==> config.mk <==
export PLATFORM = sky130hd
export DESIGN_NAME = hilo_muldiv
export DESIGN_NICKNAME = d
export VERILOG_FILES = /design/src/rtl/cpu_defs.sv /design/src/rtl/md_abs_neg.sv /design/src/rtl/hilo_muldiv.sv
export SDC_FILE = /design/constraint.sdc
export NUM_CORES = 1
export LEC_CHECK = 0
export ABC_AREA = 1
export CAP_MARGIN = 20
export CORE_AREA = 3 3 241 243
export CTS_CLUSTER_SIZE = 20
export DETAILED_ROUTE_END_ITERATION = 7
export DIE_AREA = 0 0 244 246
export PLACE_DENSITY = 0.66
export SYNTH_ARGS = -nofsm -noshare
export SYNTH_HDL_FRONTEND = slang
export SYNTH_SLANG_ARGS = --single-unit
==> constraint.sdc <==
create_clock -name clk -period 2.87 [get_ports clk]
set_clock_uncertainty 0.05 [all_clocks]
set_input_delay 0.287 -clock clk [delete_from_list [all_inputs] [get_ports clk]]
set_output_delay 0.287 -clock clk [all_outputs]
set_load 0.01 [all_outputs]
==> src/rtl/cpu_defs.sv <==
// ============================================================================
// cpu_defs : shared encodings for the EX-stage multiply/divide unit
// Rev 1.0
// ============================================================================
`default_nettype none

package cpu_defs;

  localparam int MD_WIDTH = 32;

  typedef enum logic [1:0] {
    MD_MULT  = 2'b00,
    MD_MULTU = 2'b01,
    MD_DIV   = 2'b10,
    MD_DIVU  = 2'b11
  } md_op_e;

  typedef enum logic [1:0] {
    MD_IDLE = 2'd0,
    MD_CALC = 2'd1,
    MD_FIX  = 2'd2
  } md_state_e;

endpackage

`default_nettype wire

==> src/rtl/md_abs_neg.sv <==
// ============================================================================
// md_abs_neg : conditional two's-complement negate (magnitude and sign fixup)
// Rev 1.0
// ============================================================================
`default_nettype none

module md_abs_neg #(
  parameter int WIDTH = 32
) (
  input  logic [WIDTH-1:0] din,
  input  logic             en,
  output logic [WIDTH-1:0] dout
);

  assign dout = en ? (~din + WIDTH'(1)) : din;

endmodule

`default_nettype wire

==> src/rtl/hilo_muldiv.sv <==
// ============================================================================
// hilo_muldiv : iterative radix-2 MULT/MULTU/DIV/DIVU unit with HI/LO registers
// Rev 1.0
// ============================================================================
`default_nettype none

module hilo_muldiv
  import cpu_defs::*;
#(
  parameter int WIDTH = MD_WIDTH,
  parameter int CNT_W = 6
) (
  input  logic             clk,
  input  logic             rst_n,
  input  logic             start,
  input  logic [1:0]       op,
  input  logic [WIDTH-1:0] X,
  input  logic [WIDTH-1:0] Y,
  input  logic             flush,
  input  logic             mthi,
  input  logic             mtlo,
  input  logic [WIDTH-1:0] wdata,
  output logic             busy,
  output logic             done,
  output logic             div_zero,
  output logic [WIDTH-1:0] hi,
  output logic [WIDTH-1:0] lo
);

  localparam logic [CNT_W-1:0] c_last_iter = CNT_W'(WIDTH - 1);

  md_state_e          r_state, w_next;
  md_op_e             r_op;
  logic [WIDTH-1:0]   r_a, r_b;
  logic [2*WIDTH-1:0] r_acc;
  logic [WIDTH:0]     r_rem;
  logic [CNT_W-1:0]   r_cnt;
  logic               r_sign_q, r_sign_r, r_yzero;
  logic               r_done, r_dz;
  logic [WIDTH-1:0]   r_hi, r_lo;

  logic               w_in_signed, w_in_div, w_op_div, w_accept, w_wb;
  logic [WIDTH-1:0]   w_xabs, w_yabs, w_quo_fix, w_rem_fix;
  logic [2*WIDTH-1:0] w_prod_fix;
  logic [WIDTH:0]     w_sum;
  logic [WIDTH+1:0]   w_trial, w_diff;
  logic               w_borrow;

  assign w_in_signed = (md_op_e'(op) == MD_MULT) || (md_op_e'(op) == MD_DIV);
  assign w_in_div    = (md_op_e'(op) == MD_DIV)  || (md_op_e'(op) == MD_DIVU);
  assign w_op_div    = (r_op == MD_DIV) || (r_op == MD_DIVU);
  assign w_accept    = (r_state == MD_IDLE) && start && !flush;
  assign w_wb        = (r_state == MD_FIX) && !flush;

  md_abs_neg #(.WIDTH(WIDTH)) u_xabs (
    .din(X), .en(w_in_signed && X[WIDTH-1]), .dout(w_xabs));
  md_abs_neg #(.WIDTH(WIDTH)) u_yabs (
    .din(Y), .en(w_in_signed && Y[WIDTH-1]), .dout(w_yabs));

  // Divide-by-zero keeps the all-ones quotient regardless of dividend sign
  md_abs_neg #(.WIDTH(2*WIDTH)) u_prod_fix (
    .din(r_acc), .en(r_sign_q), .dout(w_prod_fix));
  md_abs_neg #(.WIDTH(WIDTH)) u_quo_fix (
    .din(r_acc[WIDTH-1:0]), .en(r_sign_q && !r_yzero), .dout(w_quo_fix));
  md_abs_neg #(.WIDTH(WIDTH)) u_rem_fix (
    .din(r_rem[WIDTH-1:0]), .en(r_sign_r), .dout(w_rem_fix));

  // Multiply: multiplier sits in the low half and is consumed LSB first
  assign w_sum = {1'b0, r_acc[2*WIDTH-1:WIDTH]} + (r_acc[0] ? {1'b0, r_a} : '0);

  // Divide: dividend sits in the low half and is consumed MSB first
  assign w_trial  = {r_rem, r_acc[WIDTH-1]};
  assign w_diff   = w_trial - {2'b00, r_b};
  assign w_borrow = w_diff[WIDTH+1];

  always_ff @(posedge clk or negedge rst_n) begin
    if (!rst_n) r_state <= MD_IDLE;
    else        r_state <= w_next;
  end

  always_comb begin
    w_next = r_state;
    case (r_state)
      MD_IDLE: if (start && !flush) w_next = MD_CALC;
      MD_CALC: begin
        if (flush)                    w_next = MD_IDLE;
        else if (r_cnt == c_last_iter) w_next = MD_FIX;
      end
      MD_FIX:  w_next = MD_IDLE;
      default: w_next = MD_IDLE;
    endcase
  end

  always_ff @(posedge clk or negedge rst_n) begin
    if (!rst_n) begin
      r_op     <= MD_MULT;
      r_a      <= '0;
      r_b      <= '0;
      r_acc    <= '0;
      r_rem    <= '0;
      r_cnt    <= '0;
      r_sign_q <= 1'b0;
      r_sign_r <= 1'b0;
      r_yzero  <= 1'b0;
      r_done   <= 1'b0;
      r_dz     <= 1'b0;
      r_hi     <= '0;
      r_lo     <= '0;
    end else begin
      r_done <= w_wb;
      if (r_state == MD_IDLE) begin
        if (mthi) r_hi <= wdata;
        if (mtlo) r_lo <= wdata;
      end
      if (w_accept) begin
        r_op     <= md_op_e'(op);
        r_a      <= w_xabs;
        r_b      <= w_yabs;
        r_acc    <= {{WIDTH{1'b0}}, (w_in_div ? w_xabs : w_yabs)};
        r_rem    <= '0;
        r_cnt    <= '0;
        r_sign_q <= w_in_signed && (X[WIDTH-1] ^ Y[WIDTH-1]);
        r_sign_r <= w_in_signed && X[WIDTH-1];
        r_yzero  <= w_in_div && (Y == '0);
        r_dz     <= 1'b0;
      end
      if (r_state == MD_CALC) begin
        r_cnt <= r_cnt + CNT_W'(1);
        if (w_op_div) begin
          r_rem <= w_borrow ? w_trial[WIDTH:0] : w_diff[WIDTH:0];
          r_acc <= {r_acc[2*WIDTH-1:WIDTH], r_acc[WIDTH-2:0], ~w_borrow};
        end else begin
          r_acc <= {w_sum, r_acc[WIDTH-1:1]};
        end
      end
      if (w_wb) begin
        r_dz <= r_yzero;
        if (w_op_div) begin
          r_hi <= w_rem_fix;
          r_lo <= w_quo_fix;
        end else begin
          r_hi <= w_prod_fix[2*WIDTH-1:WIDTH];
          r_lo <= w_prod_fix[WIDTH-1:0];
        end
      end
    end
  end

  assign busy     = (r_state != MD_IDLE);
  assign done     = r_done;
  assign div_zero = r_dz;
  assign hi       = r_hi;
  assign lo       = r_lo;

endmodule

`default_nettype wire
-- Yosys cells after proc, flatten, opt, wreduce, memory -nomap -nowiden
Index checks and enable logic that the tools add are counted.
- reductions and logical operators: 27
- add/sub/neg operators: 8
- mux-type cells: 30
- bitwise operators: 7
- eq/ne operators: 10
- operators with widths (cell ; number):
    $mux 32 ; 14
    $mux 64 ; 4
    $mux 33 ; 4
    $add 32x1->32 const B ; 4
    $not 32->32 ; 4
    $add 64x1->64 const B ; 1
    $not 64->64 ; 1
    $sub 34x32->34 ; 1
    $add 32x32->33 ; 1
    $logic_not 32->1 ; 1
    $mux 6 ; 2
    $reduce_bool 2->1 ; 6
    $eq 2x2->1 const B ; 5
    $logic_and 1x1->1 ; 9
    $reduce_and 2->1 ; 4
    $add 6x1->6 const B ; 1
    $eq 6x5->1 const B ; 1
    $mux 2 ; 3
    $logic_not 2->1 ; 2
    $ne 2x2->1 const B ; 2
    $pmux 2 s2 ; 1
    $logic_or 1x1->1 ; 3
    $ne 3x3->1 const B ; 1
    $eq 2x1->1 const B ; 1
    4 further kinds ; 6
- flip-flop bits (word level): 240
- output and inout port bits: 67

-- Logic depth before layout (Yosys ltp)
- word-level depth: 7
- depth in mapped cells: 19

-- Cells and area by module
Synthesis repeated with hierarchy kept, for this count alone.
- cell total of the unflattened synthesis: 3874
- area total of the unflattened synthesis: 23593.9 µm²
- modules (own cells, without submodules) (module ; area an instance (µm²) ; seq. area each (µm²) ; times used ; cells each):
    hilo_muldiv ; 16693.5 ; 5980.7 ; 1 ; 2468
    md_abs_neg (u_quo_fix ...) ; 1108.6 ; 0.0 ; 4 ; 227
    md_abs_neg (u_prod_fix) ; 2466.1 ; 0.0 ; 1 ; 498

-- Least setup slack after synthesis
OpenSTA, ideal clock, no wires.
- path type: register to register
- from: register r_acc[0]
- to: register r_acc[53]
- clock period less this slack: 2.648 ns
- buffers on the path: 2
- data required time: 2.703 ns
- cell stages (with the launch flop): 20
- arrival: 2.481 ns
- library setup time: 0.117 ns
- slack: 0.222 ns
- cells stage by stage: dfrtp_1 buf_6 clkbuf_1 nand2_1 inv_1 ha_1 inv_1 fa_1 inv_1 nand2_1 o21ai_2 a21boi_0 o21ai_1 nand2_1 nand2_1 nand2_1 nand2_1 nand2_1 nand3_1 nand2_1
- word-level cells in the longest chain between the ends: 4
- RTL lines (element ; RTL line ; RTL):
    start, declared ; hilo_muldiv.sv:35 ; logic [2*WIDTH-1:0] r_acc;
    start signal, assigned ; hilo_muldiv.sv:119 ; r_acc <= {{WIDTH{1'b0}}, (w_in_div ? w_xabs : w_yabs)};
    start signal, assigned ; hilo_muldiv.sv:131 ; r_acc <= {r_acc[2*WIDTH-1:WIDTH], r_acc[WIDTH-2:0], ~w_borrow};
    start signal, assigned ; hilo_muldiv.sv:133 ; r_acc <= {w_sum, r_acc[WIDTH-1:1]};
    $mux 32 ; hilo_muldiv.sv:69 ; assign w_sum = {1'b0, r_acc[2*WIDTH-1:WIDTH]} + (r_acc[0] ? {1'b0, r_a} : '0);
    $add 32x32->33 ; hilo_muldiv.sv:69 ;
    $mux 64 ; hilo_muldiv.sv:129 ; if (w_op_div) begin
    $mux 64 ; hilo_muldiv.sv:127 ; if (r_state == MD_CALC) begin
No other way between the ends. The select of a mux whose other input is x is not followed.
A chain may end at the register's enable or synchronous reset.

-- Worst setup path after layout
- from: register r_rem[9]
- to: register r_rem[31]
- word-level cells in the longest chain between the ends: 4
- RTL lines (element ; RTL line ; RTL):
    start, declared ; hilo_muldiv.sv:36 ; logic [WIDTH:0] r_rem;
    start signal, assigned ; hilo_muldiv.sv:130 ; r_rem <= w_borrow ? w_trial[WIDTH:0] : w_diff[WIDTH:0];
    $sub 34x32->34 ; hilo_muldiv.sv:73 ; assign w_diff = w_trial - {2'b00, r_b};
    $mux 33 ; hilo_muldiv.sv:130 ;
    $mux 33 ; hilo_muldiv.sv:129 ;
    $mux 33 ; hilo_muldiv.sv:127 ;
No other way between the ends.

==> impl_metrics.ini <==
[run_status]
status = finished clean

[critical_path]
worst_r2r_startpoint = r_rem[9]$_DFF_PN0_
required_ns = 3.28
cpMaxStageDelayCell = dfrtp_1
endpoint = r_rem[31]$_DFF_PN0_
arrival_ns = 3.10
cp_cell_sequence = ha_1 -> nand2_1 -> inv_2 -> nand2_1 -> nor2_2 -> nand4_1 -> nand3_2 -> nand2_2 -> nand3_1 -> nand2_4 -> nand2_1 -> nand2_1 -> nand2_1 -> nand2_1
critPathKind = flop to flop
cp.depth = 14
max_stage_delay_ns = 0.49
worst-path-buf-inv = 1
end_kind = flop
crit_family = simple AND/OR/NAND/NOR gates
startpoint = r_rem[9]$_DFF_PN0_
r2r_cells = 14
cpMostUsedCell = nand2_1
timing.rr.end = r_rem[31]$_DFF_PN0_
critPathMaxFanout = 8
reg2reg_slack_ns = 0.18
startpoint_type = flop

[timing]
grt_setup_unrepaired = yes
finalCriticalPeriod_ns = 2.69
hold_viol = 0
finalSetupViolations = 0
setup_ws_ns = 0.176
relSlewSlack = 0.469
final-max-slew-violation-count = 0
fin_crit_sh = 0.939
tightest_slew_ns = 0.796
clock.fmax_mhz = 371

[floorplan]
die_w_um = 244
die_y_um = 246
core_sq_um = 56200
die_area_sq_um = 60000
num_io_pins = 171
fp-row-count = 87
start_util = 0.380

[logic_synthesis]
synth_top_family_by_area = simple AND/OR/NAND/NOR gates
synth_edf_count = 0
synthMuxAreaShare = 0
synthTopCellsByArea = dfrtp_1 (28%), nand2_1 (18%), nor2_1 (7.1%)
synth_fp_nets = 3595
synthCells = 3420
synth-simple-area-share = 0.378
yosysTopAreaCell = dfrtp_1
synthesis.area_sq_um = 21300
ys_seq_elements = 239
synthFlopType = dfrtp_1
synth_common_cells = nand2_1 (1006), nor2_1 (405), inv_1 (369), nand3_1 (303), dfrtp_1 (239)
yosysSeqAreaShare = 0.280
avgSynthCellArea_sq_um = 6.24
synth_most_common_cell = nand2_1
synthArstFlopShare = 1.00
synth_compound_gate_area_share = 0.165
synth_fa_ha_area_frac = 0.0424
yosysWarnings = 0
synth_xor_area_frac = 0.0341
synth_top_area_frac = 0.280
ys_types = 58

[job]
cap_violations = 0

[global_routing]
grt_pass1_wl_um = 134000
grt_use_total = 0.286
grt_antenna_before_repair = 0
grt_max_degree = 87
grt_overflow = 0
first_global_vias = 22000

[finish]
layout.cells.non_filler = 4352
diodes = 0
regArea_sq_um = 5980
drive_above_1_share = 0.0692
multi_input_area_sq_um = 13300
nFillCells = 6028
area_growth_pct = 17.8
fin_nets = 3748

[route]
dr.pass1.iters = 6
viasPerCell = 5.49
vias = 23900
drt_iter0_drc = 2731
wl_um = 88000
drcViolationCount = 0
wl_per_cell_um = 20.2
ant_nets = 0

[placement]
post-dp-hpwl_um = 71500
port_buffers = 170
pre_cts_ws_ns = 0.187
dp_cells = 4297
gp_congestion = 1.01

[hold_path]
hold_class = input port to asynchronous set/reset pin

[pwr]
vdd_drop_max_mv = 0.379
p_leak_nw = 12.1
p_per_area_nw_per_um2 = 896

[clock_tree]
clk_latency_ns = 0.59
cts.sinks = 239
clockRootBuffer = clkbuf_16
numCtsBuffers = 29
cts_tree = done
max-clock-path-buffers = 3
clk_pin_slew_ns = 0.06
h-tree-depth = 1
[repair_timing]
item | in CTS | in global routing
setup buffers | 0 | 0
setup endpoints to repair | 0 | 3
gates resized for setup | 0 | 2
hold buffers | 1 | 0
hold endpoints to repair | 58 | 0
[where the power goes]
group | internal, mW | switching (mW)
logic | 4.32 | 8.58
clock network | 2.34 | 1.62
registers | 4.28 | 1.38
total | 10.9 | 11.6
[logic make-up after synthesis]
logic type,Yosys count
xor gates and xnor gates,83
buffers and inverters,524
adders and majority gates,71
AOI/OAI and AO/OA,613
and+or+nand+nor,1890
DFF,239
[placed cells by master, fill, tap and decap left out, types with 28 or more instances in the layout]
| cell type | netlist | final |
|---|---|---|
| inv_1 | 369 | 368 |
| nand2_1 | 1006 | 1005 |
| nand4_1 | 44 | 44 |
| xor2_1 | 66 | 66 |
| clkbuf_16 | 0 | 29 |
| a21oi_1 | 186 | 186 |
| nor2_2 | 29 | 30 |
| nand3_1 | 303 | 302 |
| ha_1 | 69 | 69 |
| a31oi_1 | 35 | 35 |
| buf_4 | 6 | 77 |
| o21ai_1 | 36 | 35 |
| a221oi_1 | 30 | 30 |
| dfrtp_1 | 239 | 239 |
| clkdlybuf4s50_1 | 0 | 169 |
| o21ai_0 | 215 | 215 |
| nor2_1 | 405 | 402 |
| nor3_1 | 29 | 28 |
| o211ai_1 | 32 | 32 |
[worst reg2reg max path: stages (launching register included)]
cell and delay (ns):
dfrtp_1 0.49, ha_1 0.42, nand2_1 0.10, inv_2 0.06, nand2_1 0.09, nor2_2 0.17
nand4_1 0.15, nand3_2 0.17, nand2_2 0.10, nand3_1 0.14, nand2_4 0.12, nand2_1 0.32
nand2_1 0.10, nand2_1 0.07, nand2_1 0.04
[routing by layer]
| layer | vias to the layer above | global-route usage | wire [um] |
|---|---|---|---|
| li1 | 11500 | - | - |
| met5 | - | 0 | 0 |
| met3 | 159 | 0.0372 | 7040 |
| met1 | 11200 | 0.416 | 39300 |
| met2 | 1080 | 0.431 | 37800 |
| met4 | 0 | 0.112 | 3920 |
[state kept, by name, summed over array words and instances (netlist names), 2 cells and up]
register  count
hi           32
lo           32
r_a          32
r_acc        64
r_b          32
r_cnt         6
r_rem        33
r_state       2
[per-stage QoR]
stage	setup TNS, ns	instance area (sq um)	power (mW)	hold WS, ns	util
floorplan	0	21300	13.9	-0.0586	-
finish	0	25100	22.5	0.209	0.447
global route	-0.0000795	25100	24.2	0.245	0.447
detailed placement	0	24100	18.3	0.243	0.429
global placement	0	24100	18.3	0.244	0.429
CTS	0	25100	22.3	0.216	0.447
[worst min-delay path by stage]
stage                      from                   end  slack [ns]  cells after the start
after global placement    rst_n    hi[19]$_DFFE_PN0P_        0.24                      1
after detailed placement  rst_n    hi[19]$_DFFE_PN0P_        0.24                      1
after CTS                 rst_n    lo[17]$_DFFE_PN0P_        0.22                      2
final                     rst_n    hi[19]$_DFFE_PN0P_        0.21                      2
after floorplan           rst_n  div_zero$_DFFE_PN0P_       -0.06                      0
after global routing      rst_n    hi[19]$_DFFE_PN0P_        0.24                      2
[cell type report]
type / count / area share
Inverter: 389 / 0.0581
Clock inverter: 13 / 0.00637
Multi-Input combinational cell: 2657 / 0.528
Clock buffer: 41 / 0.0339
Sequential cell: 239 / 0.238
Timing Repair Buffer: 257 / 0.0985
Tap cell: 756 / 0.0376
No activity file was read; power rests on OpenSTA's default activity.
